## src/rtl/inst_fetch_if.sv

```systemverilog
// Fetch-stage bundle: instruction ROM request channel plus the ID-facing
// instruction channel. The fetch block takes the master modport.
interface inst_fetch_if;
    // ROM channel: a request transfers in the cycle where rom_en and rom_ready are
    // both 1, and rom_addr stays stable while rom_en=1. ID channel: addr/inst are
    // consumed in the cycle where inst_valid=1 and stall=0.
    logic        stall;
    logic        branch_flag;
    logic [31:0] branch_addr;
    logic        rom_en;
    logic [31:0] rom_addr;
    logic        rom_ready;
    logic [31:0] rom_data;
    logic [31:0] addr;
    logic [31:0] inst;
    logic        inst_valid;
    logic [1:0]  fsm_state;

    modport master (
        input  stall, branch_flag, branch_addr, rom_ready, rom_data,
        output rom_en, rom_addr, addr, inst, inst_valid, fsm_state
    );

    modport slave (
        output stall, branch_flag, branch_addr, rom_ready, rom_data,
        input  rom_en, rom_addr, addr, inst, inst_valid, fsm_state
    );
endinterface

```

## src/rtl/inst_fetch.sv

```systemverilog
// Instruction fetch stage: one outstanding ROM request feeding a 2-entry
// {addr, inst} FIFO towards ID, with branch flush and late-response discard.
module inst_fetch #(
    parameter logic [31:0] RESET_PC = 32'h0000_0000
) (
    input  logic         clk,
    input  logic         rst,
    inst_fetch_if.master bus
);
    typedef enum logic [1:0] {
        IDLE  = 2'd0,
        FETCH = 2'd1,
        DROP  = 2'd2
    } state_e;

    state_e      state_q;
    logic [31:0] pc_q;
    logic [31:0] req_addr_q;
    logic [31:0] fifo_addr_q [2];
    logic [31:0] fifo_inst_q [2];
    logic        head_q;
    logic [1:0]  count_q;
    logic [1:0]  count_d;

    logic        valid;
    logic        pop;
    logic        br_take;
    logic        complete;
    logic        push;
    logic        reserve;
    logic        wr_idx;
    logic [31:0] pc_eff;

    always_comb begin
        valid    = (count_q != 2'd0);
        pop      = valid && !bus.stall;
        br_take  = pop && bus.branch_flag;
        complete = (state_q != IDLE) && bus.rom_ready;
        push     = complete && (state_q == FETCH) && !br_take;
        pc_eff   = br_take ? bus.branch_addr : pc_q;
        wr_idx   = head_q ^ count_q[0];

        count_d = count_q;
        if (br_take) begin
            count_d = 2'd0;
        end else if (push && !pop) begin
            count_d = count_q + 2'd1;
        end else if (pop && !push) begin
            count_d = count_q - 2'd1;
        end
        // A new request is only issued if its response is guaranteed a slot.
        reserve = (count_d <= 2'd1);
    end

    always_ff @(posedge clk or negedge rst) begin
        if (!rst) begin
            state_q    <= IDLE;
            pc_q       <= RESET_PC;
            req_addr_q <= RESET_PC;
            head_q     <= 1'b0;
            count_q    <= 2'd0;
            for (int k = 0; k < 2; k++) begin
                fifo_addr_q[k] <= 32'd0;
                fifo_inst_q[k] <= 32'd0;
            end
        end else begin
            count_q <= count_d;
            if (br_take) begin
                head_q <= 1'b0;
            end else if (pop) begin
                head_q <= ~head_q;
            end
            if (push) begin
                fifo_addr_q[wr_idx] <= req_addr_q;
                fifo_inst_q[wr_idx] <= bus.rom_data;
            end

            case (state_q)
                IDLE: begin
                    if (reserve) begin
                        state_q    <= FETCH;
                        req_addr_q <= pc_eff;
                        pc_q       <= pc_eff + 32'd4;
                    end else begin
                        pc_q <= pc_eff;
                    end
                end
                FETCH: begin
                    if (complete) begin
                        if (reserve) begin
                            req_addr_q <= pc_eff;
                            pc_q       <= pc_eff + 32'd4;
                        end else begin
                            state_q <= IDLE;
                        end
                    end else if (br_take) begin
                        // Response of the live request is now stale; keep rom_addr stable.
                        state_q <= DROP;
                        pc_q    <= bus.branch_addr;
                    end
                end
                DROP: begin
                    if (complete) begin
                        state_q    <= FETCH;
                        req_addr_q <= pc_eff;
                        pc_q       <= pc_eff + 32'd4;
                    end else begin
                        pc_q <= pc_eff;
                    end
                end
                default: state_q <= IDLE;
            endcase
        end
    end

    assign bus.rom_en     = (state_q != IDLE);
    assign bus.rom_addr   = req_addr_q;
    assign bus.inst_valid = valid;
    assign bus.addr       = valid ? fifo_addr_q[head_q] : 32'd0;
    assign bus.inst       = valid ? fifo_inst_q[head_q] : 32'd0;
    assign bus.fsm_state  = state_q;
endmodule

```

## src/flat_wrapper.sv

```systemverilog
// flat-port wrapper written by rule: the top's interface ports become plain ports
module inst_fetch_flat 
#(
    parameter logic [31:0] RESET_PC = 32'h0000_0000
)
  (clk, rst, bus_stall, bus_branch_flag, bus_branch_addr, bus_rom_ready, bus_rom_data, bus_rom_en, bus_rom_addr, bus_addr, bus_inst, bus_inst_valid, bus_fsm_state);
  inst_fetch_if bus_i ();
  input  logic clk;
  input  logic rst;
  input wire logic [$bits(bus_i.stall)-1:0] bus_stall;
  input wire logic [$bits(bus_i.branch_flag)-1:0] bus_branch_flag;
  input wire logic [$bits(bus_i.branch_addr)-1:0] bus_branch_addr;
  input wire logic [$bits(bus_i.rom_ready)-1:0] bus_rom_ready;
  input wire logic [$bits(bus_i.rom_data)-1:0] bus_rom_data;
  output wire logic [$bits(bus_i.rom_en)-1:0] bus_rom_en;
  output wire logic [$bits(bus_i.rom_addr)-1:0] bus_rom_addr;
  output wire logic [$bits(bus_i.addr)-1:0] bus_addr;
  output wire logic [$bits(bus_i.inst)-1:0] bus_inst;
  output wire logic [$bits(bus_i.inst_valid)-1:0] bus_inst_valid;
  output wire logic [$bits(bus_i.fsm_state)-1:0] bus_fsm_state;
  assign bus_i.stall = bus_stall;
  assign bus_i.branch_flag = bus_branch_flag;
  assign bus_i.branch_addr = bus_branch_addr;
  assign bus_i.rom_ready = bus_rom_ready;
  assign bus_i.rom_data = bus_rom_data;
  assign bus_rom_en = bus_i.rom_en;
  assign bus_rom_addr = bus_i.rom_addr;
  assign bus_addr = bus_i.addr;
  assign bus_inst = bus_i.inst;
  assign bus_inst_valid = bus_i.inst_valid;
  assign bus_fsm_state = bus_i.fsm_state;
  inst_fetch #(.RESET_PC(RESET_PC)) u_core (.clk(clk), .rst(rst), .bus(bus_i));
endmodule
```

## config.mk

```make
export PLATFORM = sky130hd
export DESIGN_NAME = inst_fetch_flat
export DESIGN_NICKNAME = d
export VERILOG_FILES = /design/src/rtl/inst_fetch_if.sv /design/src/rtl/inst_fetch.sv /design/src/flat_wrapper.sv
export SDC_FILE = /design/constraint.sdc
export NUM_CORES = 1
export LEC_CHECK = 0
export ABC_AREA = 1
export CAP_MARGIN = 15
export CORE_MARGIN = 2
export CORE_UTILIZATION = 54
export DETAILED_ROUTE_END_ITERATION = 12
export PLACE_DENSITY = 0.87
export RECOVER_POWER = 50
export SLEW_MARGIN = 0
export SYNTH_ARGS = -nofsm -noshare
export SYNTH_HDL_FRONTEND = slang
export SYNTH_SLANG_ARGS = --single-unit
```

## constraint.sdc

```tcl
create_clock -name clk -period 2.71 [get_ports clk]
set_input_delay 0.542 -clock clk [delete_from_list [all_inputs] [get_ports clk]]
set_output_delay 0.542 -clock clk [all_outputs]
set_load 0.05 [all_outputs]
```

==> flow_metrics.py <==
metrics = {
    "drt": {
        "wl_mm": 31.0,
        "routed_via_density": 5.58,
        "first_iter_violations": 995,
        "routed.top_layer": "met4",
        "antenna_left": 0,
        "wl_met3_mm": 2.30,
        "dr_wl_met2_mm": 15.3,
        "met1_length_mm": 12.2,
        "drc_errors": 0,
        "routed_wire_length_per_instance_microns": 17.3,
        "drt_first_pass_iters": 6,
        "num_vias": 10000,
    },
    "worst_setup_path": {
        "timing_worst_setup_path_type": "reg -> out",
        "cp_num_buf_inv": 4,
        "cp-end-kind": "output pin",
        "cp_cell_sequence": "inv_1, ha_2, inv_4, buf_12, o21ai_0, nor2_1, buf_12",
        "crit_family": "buffers and inverters",
        "critPathRequiredTime_ps": 2170,
        "max_stage_delay_ps": 380,
        "start_kind": "flip-flop",
        "worstPathArrival_ps": 2060,
        "worst-path-max-fanout": 30,
        "slowest_stage": "dfrtp_1",
        "crit_top_cell": "buf_12",
    },
    "run_status": {
        "violations": "capacitance limit, slew limit",
        "status": "finished with violations",
    },
    "final_layout": {
        "area_growth_pct": 37.3,
        "fill_cells": 1240,
        "drive_gt1_frac": 0.180,
        "seq_area_sq_um": 4930,
        "fin_area_sq_um": 13900,
        "multi_input_area_sq_um": 4370,
        "layout.nets": 1621,
        "num_antenna_cells": 0,
    },
    "sta": {
        "fmax_mhz": 384,
        "min_period_over_period": 0.960,
        "finalCriticalPeriod_ps": 2600,
        "rsz0062_at_grt": "false",
        "fin_skew_ps": 10.7,
        "final-max-slew-violation-count": 74,
        "hold_violations": 0,
        "slew_headroom": -0.290,
        "worstMarginPinSlew_ps": 1930,
        "setup_viol": 0,
    },
    "cts": {
        "htree_levels": 4,
        "cts.sinks": 197,
        "clk_path_buf_depth": 2,
        "numCtsBuffers": 17,
        "hold_buffers": 0,
        "clkTransAtPathRegs_ps": 80,
        "root_buffer": "clkbuf_16",
        "clk_latency_ps": 440,
        "cts_tree": "done",
    },
    "global_route": {
        "grt_max_degree": 129,
        "grt_pass1_wl_mm": 49.2,
        "grtUsageTotal": 0.313,
        "grt_pass1_vias": 9727,
        "grt-ovfl-total": 0,
        "grt_antenna_before_repair": 0,
    },
    "placement": {
        "place.port_buffers": 168,
        "gp_congestion": 0.937,
        "hpwl_mm": 20.9,
        "dpl-instance-area_sq_um": 13300,
    },
    "job": {
        "maxCapViolations": 1,
    },
    "logic_synthesis": {
        "syn_inst": 1335,
        "synth_top_family_by_area": "simple AND/OR/NAND/NOR gates",
        "ys_types": 39,
        "synth_compound_area_frac": 0.132,
        "netlist_area_sq_um": 10200,
        "synth-simple-area-share": 0.276,
        "ys_ff_latch": 197,
        "synth_warnings": 0,
        "synth_fp_nets": 1410,
        "synth_xor_area_frac": 0.00949,
        "muxShareOfSynthArea": 0.000986,
        "seq_area_frac_synth": 0.486,
        "synthAdderAreaFrac": 0.00739,
        "synth_area_per_cell_sq_um": 7.60,
    },
    "floorplan": {
        "initial_utilization": 0.546,
        "die-width_microns": 141,
        "core_area_sq_um": 18600,
        "dieHeight_microns": 141,
        "rows": 50,
        "ios": 169,
        "die_area_sq_um": 19900,
    },
    "hold_path": {
        "min_path_type": "reg -> reg",
    },
}
## final timing paths
check,start,endpoint,slack (ps),depth (start not counted)
worst max register to register,u_core.count_q[0],u_core.fifo_inst_q[26],160,10
worst min register to register,u_core.fifo_addr_q[33],u_core.fifo_addr_q[33],490,2
min in group asynchronous,rst,u_core.fifo_inst_q[9],600,1
worst min-delay path,u_core.fifo_addr_q[33],u_core.fifo_addr_q[33],490,2
worst max-delay path,u_core.count_q[0],bus_addr[17],110,7
max in group asynchronous,rst,u_core.pc_q[24],520,2
## synthesized netlist by cell type (all sizes together)
library cell | number | area share
o211ai | 1 | 0.00074
xor2 | 6 | 0.0052
o21ai | 243 | 0.12
a21oi | 9 | 0.0048
o22ai | 1 | 0.00062
inv | 131 | 0.048
a31oi | 4 | 0.0025
nand4 | 3 | 0.0018
nor3b | 1 | 0.00074
or2 | 3 | 0.0018
o21a | 1 | 0.00074
nand3b | 7 | 0.0052
buf | 34 | 0.025
ha | 6 | 0.0074
nor2 | 184 | 0.074
xnor2 | 5 | 0.0043
clkbuf | 41 | 0.015
nand2 | 378 | 0.15
nor3 | 8 | 0.0065
mux2i | 1 | 0.00099
dfrtp | 197 | 0.49
nand3 | 70 | 0.038
o31ai | 1 | 0.00074
## layout make-up
class / instances / share of cell area
flip-flops and latches: 197 / 0.354
multi-input cells: 932 / 0.314
repair buffers: 267 / 0.230
inverters: 131 / 0.0356
clock buffers: 17 / 0.0305
well taps: 234 / 0.0210
clock inverters: 15 / 0.0149
## worst reg2reg max path: cells and delay by family, from the launching register on
| kind | cells | cell delay (ps) |
|---|---|---|
| compound gates | 1 | 140 |
| flops | 1 | 380 |
| buf+inv | 3 | 800 |
| fa+ha+maj | 1 | 230 |
| simple gates | 5 | 890 |
## kinds of logic after synthesis
logic type | after synthesis
buffers and inverters | 206
AOI/OAI and AO/OA | 260
xor gates and xnor gates | 11
adders and majority gates | 6
DFF | 197
and+or+nand+nor | 654
muxes | 1
## metal layers
| layer | global-route usage | vias up |
|---|---|---|
| met5 | 0 | - |
| met4 | 0.125 | 0 |
| met3 | 0.0513 | 87 |
| met2 | 0.526 | 499 |
| met1 | 0.406 | 4772 |
| li1 | - | 4645 |
## metrics by stage
stage          worst slack, ps  instances  setup TNS [ps]   util  hold slack, ps
5_1_grt                   13.6       1793               0  0.750             502
4_1_cts                   30.5       1789               0  0.749             139
2_1_floorplan             64.3       1335               0      -             246
3_5_place_dp             -82.3       1756            -631  0.713             467
6_report                   108       1793               0  0.750             486
3_3_place_gp             -83.6       1756            -349  0.713             460
## flip-flops by register name (all words and copies together), names as in the netlist
register,count
u_core.bus.fsm_state,2
u_core.bus.rom_addr,32
u_core.count_q,2
u_core.fifo_addr_q,64
u_core.fifo_inst_q,64
u_core.head_q,1
u_core.pc_q,32
## cells in the final DEF, fill, tap and decap left out, drive strengths merged, types with 5 or more instances in the layout
| cell | Yosys | routed |
|---|---|---|
| dlygate4sd3 | 0 | 30 |
| nand3 | 70 | 70 |
| nand3b | 7 | 7 |
| nor2 | 184 | 184 |
| a21oi | 9 | 9 |
| clkdlybuf4s50 | 0 | 72 |
| ha | 6 | 6 |
| nor3 | 8 | 8 |
| inv | 131 | 139 |
| xnor2 | 5 | 5 |
| buf | 34 | 160 |
| o21ai | 243 | 243 |
| dfrtp | 197 | 197 |
| nand2 | 378 | 378 |
| xor2 | 6 | 6 |
| clkbuf | 41 | 22 |
## repair_timing
action / 4_1_cts / 5_1_grt
resized for setup: 5 / 11
pin swaps: 1 / 2
setup buffers: 0 / 4
endpoints found under the setup margin: 53 / 43
gates cloned: 1 / 0
Power is not shown: default switching activity piles up to over one toggle a cycle in this logic, so the estimate is an artifact.
